[config.mk]
export PLATFORM = sky130hd
export DESIGN_NAME = gsim_x_writeback_flat
export DESIGN_NICKNAME = d
export VERILOG_FILES = /design/src/rtl/gsim_x_writeback_if.sv /design/src/rtl/gsim_x_writeback.sv /design/src/flat_wrapper.sv
export SDC_FILE = /design/constraint.sdc
export NUM_CORES = 1
export LEC_CHECK = 0
export ABC_AREA = 1
export CAP_MARGIN = 20
export CORE_ASPECT_RATIO = 0.5
export CORE_MARGIN = 2
export CORE_UTILIZATION = 65
export CTS_BUF_LIST = sky130_fd_sc_hd__clkbuf_8
export DETAILED_ROUTE_END_ITERATION = 6
export GPL_ROUTABILITY_DRIVEN = 1
export GPL_TIMING_DRIVEN = 0
export PLACE_DENSITY = 0.87
export SYNTH_ARGS = -nofsm -noshare
export SYNTH_HDL_FRONTEND = slang
export SYNTH_SLANG_ARGS = --single-unit
[constraint.sdc]
create_clock -name i_clk -period 8.45 [get_ports i_clk]
set_input_delay 1.69 -clock i_clk [delete_from_list [all_inputs] [get_ports i_clk]]
set_output_delay 1.69 -clock i_clk [all_outputs]
set_load 0.01 [all_outputs]
[src/rtl/gsim_x_writeback_if.sv]
// Result-SRAM write bus: show-ahead request (wen/addr/data) with a ready handshake.
// The writeback block drives the request as master; the SRAM side answers with ready.
interface gsim_x_writeback_if #(
  parameter int unsigned AW = 9,
  parameter int unsigned DW = 32
);
  logic          sram_wen;
  logic [AW-1:0] sram_addr;
  logic [DW-1:0] sram_data;
  logic          sram_ready;

  modport master (
    output sram_wen,
    output sram_addr,
    output sram_data,
    input  sram_ready
  );

  modport slave (
    input  sram_wen,
    input  sram_addr,
    input  sram_data,
    output sram_ready
  );
endinterface

[src/rtl/gsim_x_writeback.sv]
// Buffers solver x results in a show-ahead FIFO and drains them to the result SRAM,
// checking address order and counting committed 16-entry vectors.
module gsim_x_writeback #(
  parameter int unsigned DEPTH = 8,
  parameter int unsigned AW    = 9,
  parameter int unsigned DW    = 32
) (
  input  logic                   i_clk,
  input  logic                   i_rst_n,
  input  logic                   i_module_en,
  input  logic [4:0]             i_matrix_num,
  input  logic                   i_x_wen,
  input  logic [AW-1:0]          i_x_addr,
  input  logic [DW-1:0]          i_x_data,
  gsim_x_writeback_if.master     sram,
  output logic                   o_full,
  output logic                   o_overflow,
  output logic                   o_seq_err,
  output logic                   o_vec_done,
  output logic [4:0]             o_vec_cnt,
  output logic                   o_all_done
);

  localparam int unsigned PW = $clog2(DEPTH);
  localparam logic [PW:0] L_FULL_CNT = (PW + 1)'(DEPTH);

  logic [AW+DW-1:0] r_mem [DEPTH];
  logic [PW-1:0]    r_wptr;
  logic [PW-1:0]    r_rptr;
  logic [PW:0]      r_count;
  logic [AW-1:0]    r_exp_addr;
  logic [3:0]       r_commit_cnt;
  logic [4:0]       r_vec_cnt;
  logic             r_vec_done;
  logic             r_overflow;
  logic             r_seq_err;
  logic             r_all_done;

  logic             w_not_empty;
  logic             w_full;
  logic             w_pop;
  logic             w_push;
  logic [AW+DW-1:0] w_head;

  assign w_not_empty = (r_count != '0);
  assign w_full      = (r_count == L_FULL_CNT);
  // A pop frees a slot at the same edge, so a push into a full FIFO is still accepted.
  assign w_pop       = i_module_en && w_not_empty && sram.sram_ready;
  assign w_push      = i_module_en && i_x_wen && (!w_full || w_pop);
  assign w_head      = r_mem[r_rptr];

  // Gate the head with not-empty so stale storage never appears on the bus.
  assign sram.sram_wen  = w_not_empty;
  assign sram.sram_addr = w_not_empty ? w_head[AW+DW-1:DW] : '0;
  assign sram.sram_data = w_not_empty ? w_head[DW-1:0] : '0;

  assign o_full     = w_full;
  assign o_overflow = r_overflow;
  assign o_seq_err  = r_seq_err;
  assign o_vec_done = r_vec_done;
  assign o_vec_cnt  = r_vec_cnt;
  assign o_all_done = r_all_done;

  always_ff @(posedge i_clk) begin
    if (w_push) begin
      r_mem[r_wptr] <= {i_x_addr, i_x_data};
    end
  end

  always_ff @(posedge i_clk or negedge i_rst_n) begin
    if (!i_rst_n) begin
      r_wptr       <= '0;
      r_rptr       <= '0;
      r_count      <= '0;
      r_exp_addr   <= '0;
      r_commit_cnt <= '0;
      r_vec_cnt    <= '0;
      r_vec_done   <= 1'b0;
      r_overflow   <= 1'b0;
      r_seq_err    <= 1'b0;
      r_all_done   <= 1'b0;
    end else if (!i_module_en) begin
      r_wptr       <= '0;
      r_rptr       <= '0;
      r_count      <= '0;
      r_exp_addr   <= '0;
      r_commit_cnt <= '0;
      r_vec_cnt    <= '0;
      r_vec_done   <= 1'b0;
      r_overflow   <= 1'b0;
      r_seq_err    <= 1'b0;
      r_all_done   <= 1'b0;
    end else begin
      if (w_push) begin
        r_wptr <= r_wptr + 1'b1;
      end
      if (w_pop) begin
        r_rptr <= r_rptr + 1'b1;
      end
      r_count <= r_count + (PW + 1)'(w_push) - (PW + 1)'(w_pop);

      if (i_x_wen && w_full && !w_pop) begin
        r_overflow <= 1'b1;
      end

      if (w_push) begin
        if (i_x_addr != r_exp_addr) begin
          r_seq_err <= 1'b1;
        end
        r_exp_addr <= i_x_addr + 1'b1;
      end

      r_vec_done <= w_pop && (r_commit_cnt == 4'hf);
      if (w_pop) begin
        r_commit_cnt <= r_commit_cnt + 1'b1;
        if ((r_commit_cnt == 4'hf) && (r_vec_cnt != 5'd31)) begin
          r_vec_cnt <= r_vec_cnt + 1'b1;
        end
      end

      if ((r_vec_cnt == i_matrix_num) && (i_matrix_num != 5'd0)) begin
        r_all_done <= 1'b1;
      end
    end
  end

endmodule

[src/flat_wrapper.sv]
// flat-port wrapper written by rule: the top's interface ports become plain ports
module gsim_x_writeback_flat 
#(
  parameter int unsigned DEPTH = 8,
  parameter int unsigned AW    = 9,
  parameter int unsigned DW    = 32
)
  (i_clk, i_rst_n, i_module_en, i_matrix_num, i_x_wen, i_x_addr, i_x_data, o_full, o_overflow, o_seq_err, o_vec_done, o_vec_cnt, o_all_done, sram_sram_wen, sram_sram_addr, sram_sram_data, sram_sram_ready);
  gsim_x_writeback_if #(.AW(AW), .DW(DW)) sram_i ();
  input  logic i_clk;
  input  logic i_rst_n;
  input  logic i_module_en;
  input  logic [4:0] i_matrix_num;
  input  logic i_x_wen;
  input  logic [AW-1:0] i_x_addr;
  input  logic [DW-1:0] i_x_data;
  output logic o_full;
  output logic o_overflow;
  output logic o_seq_err;
  output logic o_vec_done;
  output logic [4:0] o_vec_cnt;
  output logic o_all_done;
  output wire logic [$bits(sram_i.sram_wen)-1:0] sram_sram_wen;
  output wire logic [$bits(sram_i.sram_addr)-1:0] sram_sram_addr;
  output wire logic [$bits(sram_i.sram_data)-1:0] sram_sram_data;
  input wire logic [$bits(sram_i.sram_ready)-1:0] sram_sram_ready;
  assign sram_sram_wen = sram_i.sram_wen;
  assign sram_sram_addr = sram_i.sram_addr;
  assign sram_sram_data = sram_i.sram_data;
  assign sram_i.sram_ready = sram_sram_ready;
  gsim_x_writeback #(.DEPTH(DEPTH), .AW(AW), .DW(DW)) u_core (.i_clk(i_clk), .i_rst_n(i_rst_n), .i_module_en(i_module_en), .i_matrix_num(i_matrix_num), .i_x_wen(i_x_wen), .i_x_addr(i_x_addr), .i_x_data(i_x_data), .sram(sram_i), .o_full(o_full), .o_overflow(o_overflow), .o_seq_err(o_seq_err), .o_vec_done(o_vec_done), .o_vec_cnt(o_vec_cnt), .o_all_done(o_all_done));
endmodule
Word-level counts from Yosys, hierarchy flattened
Memory sizes are Yosys's and may differ from the RTL's.
Index checks and enable logic that the tools add are counted.
Operators by class
  multiplexer cells: 24
  multipliers: 0
  divide/modulo/power cells: 0
  bitwise operators: 0
  shift operators: 0
  $lt $le $gt $ge: 0
  reductions and logical operators: 16
  add/subtract/negate cells: 7
  equal/unequal tests: 11
Operators by type and width (number)
  two-way mux 32 bit: 1
  two-way mux 9 bit: 3
  two-way mux 5 bit: 3
  two-way mux 3 bit: 4
  two-way mux 4 bit: 3
  inequality test 2 x 1 -> 1 bit (second input constant): 6
  two-way mux 1 bit: 10
  adder 9 x 1 -> 9 bit (second input constant): 1
  logical AND 1 bit: 9
  inequality test 9 bit: 1
  equality test 4 bit (second input constant): 2
  adder 3 x 1 -> 3 bit (second input constant): 2
  adder 5 x 1 -> 5 bit (second input constant): 1
  equality test 5 bit: 1
  inequality test 5 bit (second input constant): 1
  nonzero test 5 bit: 1
  adder 4 x 1 -> 4 bit: 1
  adder 4 x 1 -> 4 bit (second input constant): 1
  AND reduction 2 bit: 2
  nonzero test 4 bit: 1
  subtractor 4 x 1 -> 4 bit: 1
  logical NOT 1 bit: 2
  logical OR 1 bit: 1
Storage, ports and cells
  memories: 1
  flip-flop bits (word level): 32
  bits in latches: 0
  memory bits (read-only): 0
  input bits: 51
  memory bits (writable): 328
Memory list
  u_core.r_mem: words 8, bits a word 41, rd ports 1, clocked after memory_dff 0, wr ports 1, line gsim_x_writeback.sv:27  | logic [AW+DW-1:0] r_mem [DEPTH];

Longest topological paths before layout
  word-level depth: 8
  gate-level depth with buffers: 13
  mapped depth without buffers: 12

Least setup slack after synthesis
No wires, ideal clock.
  path kind: input to register
  from: input port sram_sram_ready
  to: memory u_core.r_mem[1][0] (netlist name) (enable)
  cell stages on the path: 5
  arrival: 3.930 ns
  path slack: 4.081 ns
  library setup time: 0.439 ns
  cells stage by stage: nand3_2 -> a21oi_2 -> buf_4 -> nand2_1 -> nor2_1
On the way
  word-level cells in the longest chain between the ends: 5
Ends and longest elaborated chain
  start, declared: line flat_wrapper.sv:26  | input wire logic [$bits(sram_i.sram_ready)-1:0] sram_sram_ready;
  logical AND 1 bit: line gsim_x_writeback.sv:48  | assign w_pop = i_module_en && w_not_empty && sram.sram_ready;
  logical OR 1 bit: line gsim_x_writeback.sv:49  | assign w_push = i_module_en && i_x_wen && (!w_full || w_pop);
  logical AND 1 bit: line gsim_x_writeback.sv:49
  two-way mux 1 bit: line gsim_x_writeback.sv:65  | if (w_push) begin
  two-way mux 1 bit (not written as such): line gsim_x_writeback.sv:66  | r_mem[r_wptr] <= {i_x_addr, i_x_data};
  end, declared: line gsim_x_writeback.sv:27
No other way between the ends.

Final worst setup path
  from: register u_core.r_rptr[0]
  to: output port sram_sram_addr[3]
On the way
  word-level cells in the longest chain between the ends: 2
Ends and longest elaborated chain
  start, declared: line gsim_x_writeback.sv:29  | logic [PW-1:0] r_rptr;
  start signal, assigned: line gsim_x_writeback.sv:98  | r_rptr <= r_rptr + 1'b1;
  memory (8 x 41 bit)
  two-way mux 9 bit: line gsim_x_writeback.sv:54  | assign sram.sram_addr = w_not_empty ? w_head[AW+DW-1:DW] : '0;
  end, declared: line flat_wrapper.sv:24  | output wire logic [$bits(sram_i.sram_addr)-1:0] sram_sram_addr;
No other way between the ends.

==> run metrics <==
status complete, no violations; Layout fillers 1169; initial antenna violation count 0; via count around 10000; hpwl dp between 20000 and 25000 um; Pwr Density 277.5 nW/um^2; crit path kind reg2out; post-synthesis sequential area ratio 0.7207; largest family of logic cells by synthesized area compound AO/OA/AOI/OAI gates; largest net degree at the start of global routing 33; internal power ~3.2 mW; DIE WIDTH 217.2 um; Synth Area in XOR/XNOR 0.007705; Synth cell types 34; Worst path slowest cell clkdlybuf4s50_1; worst endpoint data arrival time just over 3 ns; clock buffer depth 3; reg2reg path depth 9; most common cell type on the critical path nor2_1; mapped cell area between 10000 and 15000 sq um; RePlAce Congestion 0.8131; minimum clock period between 4 and 5 ns; worst-path cell chain buf_6 > clkbuf_1 > o21ai_0 > o22ai_1 > nor2_1 > nor2_1 > clkdlybuf4s50_1; RSZ-0062 raised after global routing false; starting density of the core 0.6728; Post-synth EDFFs 328; post-synthesis adder-cell area fraction 0.01067; CTS tree done; final core utilization 0.7854; maximum fanout along the worst path 10; Clock Skews 0.01566 ns; r2r endpoint u_core.r_mem[5][7]; hold path endpoint u_core.o_overflow; async set or reset register ratio after synthesis 0.08889; Sw Share 0.3357; largest cells by area after synthesis edfxtp_1 67%, nor2_1 6.8%, o21ai_0 5.8%; Slew Viols, Final 0; actual slew at the worst max-slew pin ~0.93 ns; clock-pin slew on the worst setup and hold paths 0.07 ns; Std-Cell Rows 38; proportion of synthesized area in mux cells 0.02777; total congestion overflow 0; clock power share 0.250; layout cell share with drive strength beyond 1 0.08692; Setup Viol. Count Final 0; register area approximately 11000 sq um; clock sink count 360; Worst VDD drop roughly 150 uV; DRT Pass-1 Iters 6; type of the worst min-delay path reg2reg; fin nets approximately 1400; hold path start u_core.o_overflow; Final ANT Viol Nets 0; Core Box Area between 20000 and 25000 sq um; Reg power frac 0.431; r2r startpoint u_core.r_count[2]; Max Clock Freq about 0.21 GHz; Layout Area Growth over Synthesis 16.74%; Data required, critical path 6.76 ns; count leader, synth edfxtp_1; Via density about 6.3; synthesized flop and latch total between 300 and 400; Setup crit start kind register; hold-fix buffers at CTS 0; 1st-iter DRT viols approximately 1500; Comb power frac 0.320; vias in the first global route approximately 11000; simple-gate area share of the yosys netlist 0.09787; Final Hold Fails 0; CP Capture Type output port; slowest stage delay, CP 0.59 ns; chip height about 110 um; setup TNS 0 ns; worst reg2reg setup slack about 5.5 ns; Net Count, Synth 1236; Multi-input gate area approximately 3600 sq um; worst hold path depth 2; post-synthesis cell count 1173; max cap viols 0; # diodes 0; # resized after CTS 0; I/O Pins between 100 and 150; GR Util All Layers 0.3159; most instantiated cells after synthesis 328 x edfxtp_1, 267 x nor2_1, 172 x o21ai_0; final wirelength 37080 um; DR WL/cell about 22 um; CTS Buf Count 47; switching power total between 1.5 and 2 mW; Yosys top cell by area edfxtp_1; Final period util 0.5639; prevailing post-synth register cell edfxtp_1; Syn Area/Cell about 13 sq um; later-pin clock latency in the skew report approximately 0.57 ns; Ys Warns 0; setup bufs post-CTS 0; DRC violations left 0; Rel. slew slack 0.3796; top cell type's share of synthesized area 0.6665; clk root buf clkbuf_8; htree depth 2; Leakage around 6.0 nW; first-pass GRT wire length a little under 60000 um; die area roughly 24000 sq um; compound-gate portion of the synthesized area 0.09889; port bufs between 100 and 150
[power groups by stage]
| stage | Clock, mW | Combinational, mW | Sequential (mW) |
|---|---|---|---|
| 5_1_grt | 1.26 | 1.65 | 2.07 |
| 3_3_place_gp | 0 | 1.41 | 2.10 |
| 4_1_cts | 1.18 | 1.51 | 2.06 |
| 2_1_floorplan | 0 | 0.835 | 2.09 |
| 3_5_place_dp | 0 | 1.49 | 2.10 |
| 6_report | 1.20 | 1.53 | 2.06 |
[cell families (layout without fill, tap and decap cells)]
| family | Yosys count | count (layout) |
|---|---|---|
| AOI/OAI and AO/OA | 277 | 277 |
| muxes | 41 | 41 |
| buffers and inverters | 106 | 302 |
| adders and majority gates | 12 | 12 |
| and+or+nand+nor | 364 | 364 |
| xor gates and xnor gates | 13 | 13 |
| DFF | 360 | 360 |
[layer usage]
layer	vias up	wire length, um	GRT usage
met5	-	0	0
met4	0	1163	0.1137
met3	122	4420	0.06860
met2	800	18040	0.5225
met1	5026	13450	0.4183
li1	4534	-	-
[flip-flops by register name, summed over array words and instances, names as in the netlist]
name	flops
u_core.r_count	4
u_core.r_mem	328
u_core.r_rptr	3
u_core.r_exp_addr	9
u_core.r_wptr	3
u_core.r_commit_cnt	4
u_core.o_seq_err	1
u_core.o_overflow	1
u_core.o_all_done	1
u_core.o_vec_cnt	5
u_core.o_vec_done	1
[cells in the final DEF (no fill, tap or decap), types with 4 or more instances in the layout]
cell | Yosys | final
clkbuf_8 | 0 | 52
xor2_1 | 5 | 5
buf_4 | 5 | 5
clkinv_1 | 0 | 14
xnor2_1 | 8 | 8
nand4_1 | 4 | 4
dfrtp_1 | 32 | 32
edfxtp_1 | 328 | 328
nor2_1 | 267 | 259
buf_12 | 1 | 7
o21ai_0 | 172 | 172
nand2_1 | 64 | 64
o22ai_1 | 46 | 46
nand3_1 | 19 | 19
o21ai_1 | 52 | 52
nor2_4 | 0 | 8
a21oi_1 | 4 | 4
buf_2 | 19 | 20
mux2i_1 | 41 | 41
ha_1 | 11 | 11
inv_1 | 37 | 54
clkbuf_1 | 29 | 29
clkdlybuf4s50_1 | 0 | 101
buf_8 | 5 | 5
[how the worst max path moves through the flow]
stage,cells after the start,startpoint,to
after floorplan,5,sram_sram_ready,u_core.r_mem[1][0]
after detailed placement,7,i_module_en,u_core.r_mem[1][8]
after global placement,6,i_module_en,u_core.r_mem[1][7]
after CTS,7,u_core.r_rptr[0],sram_sram_addr[3]
final,7,u_core.r_rptr[0],sram_sram_addr[3]
after global routing,7,u_core.r_rptr[1],sram_sram_data[20]
[worst max-delay path: cells and delay by family, from the launching register on]
| family | cells | cell delay, ns |
|---|---|---|
| buffers and inverters | 3 | 1.25 |
| flip-flops | 1 | 0.51 |
| AO/OA/AOI/OAI | 2 | 0.46 |
| AND/OR/NAND/NOR | 2 | 0.29 |
[layout make-up]
class	count	share of cell area
plain buffers	66	0.02248
multi-input cells	707	0.2116
repair buffers	110	0.06905
flip-flops and latches	360	0.6173
well taps	300	0.02176
clock inverters	34	0.007615
inverters	40	0.008703
clock buffers	52	0.04149
[metrics by stage]
| stage | cells | setup WS (ns) | hold WS [ns] | power, mW | cell area (sq um) |
|---|---|---|---|---|---|
| after floorplan | 1173 | 4.081 | 0.4680 | 2.926 | 14780 |
| after global placement | 1575 | 1.977 | 0.4887 | 3.504 | 16170 |
| after detailed placement | 1583 | 4.087 | 0.4818 | 3.583 | 16400 |
| after CTS | 1669 | 3.796 | 0.5154 | 4.755 | 17250 |
| after global routing | 1669 | 3.617 | 0.5442 | 4.978 | 17250 |
| final | 1669 | 3.685 | 0.5113 | 4.788 | 17250 |
Note: power is estimated with default switching activity, not from simulation.
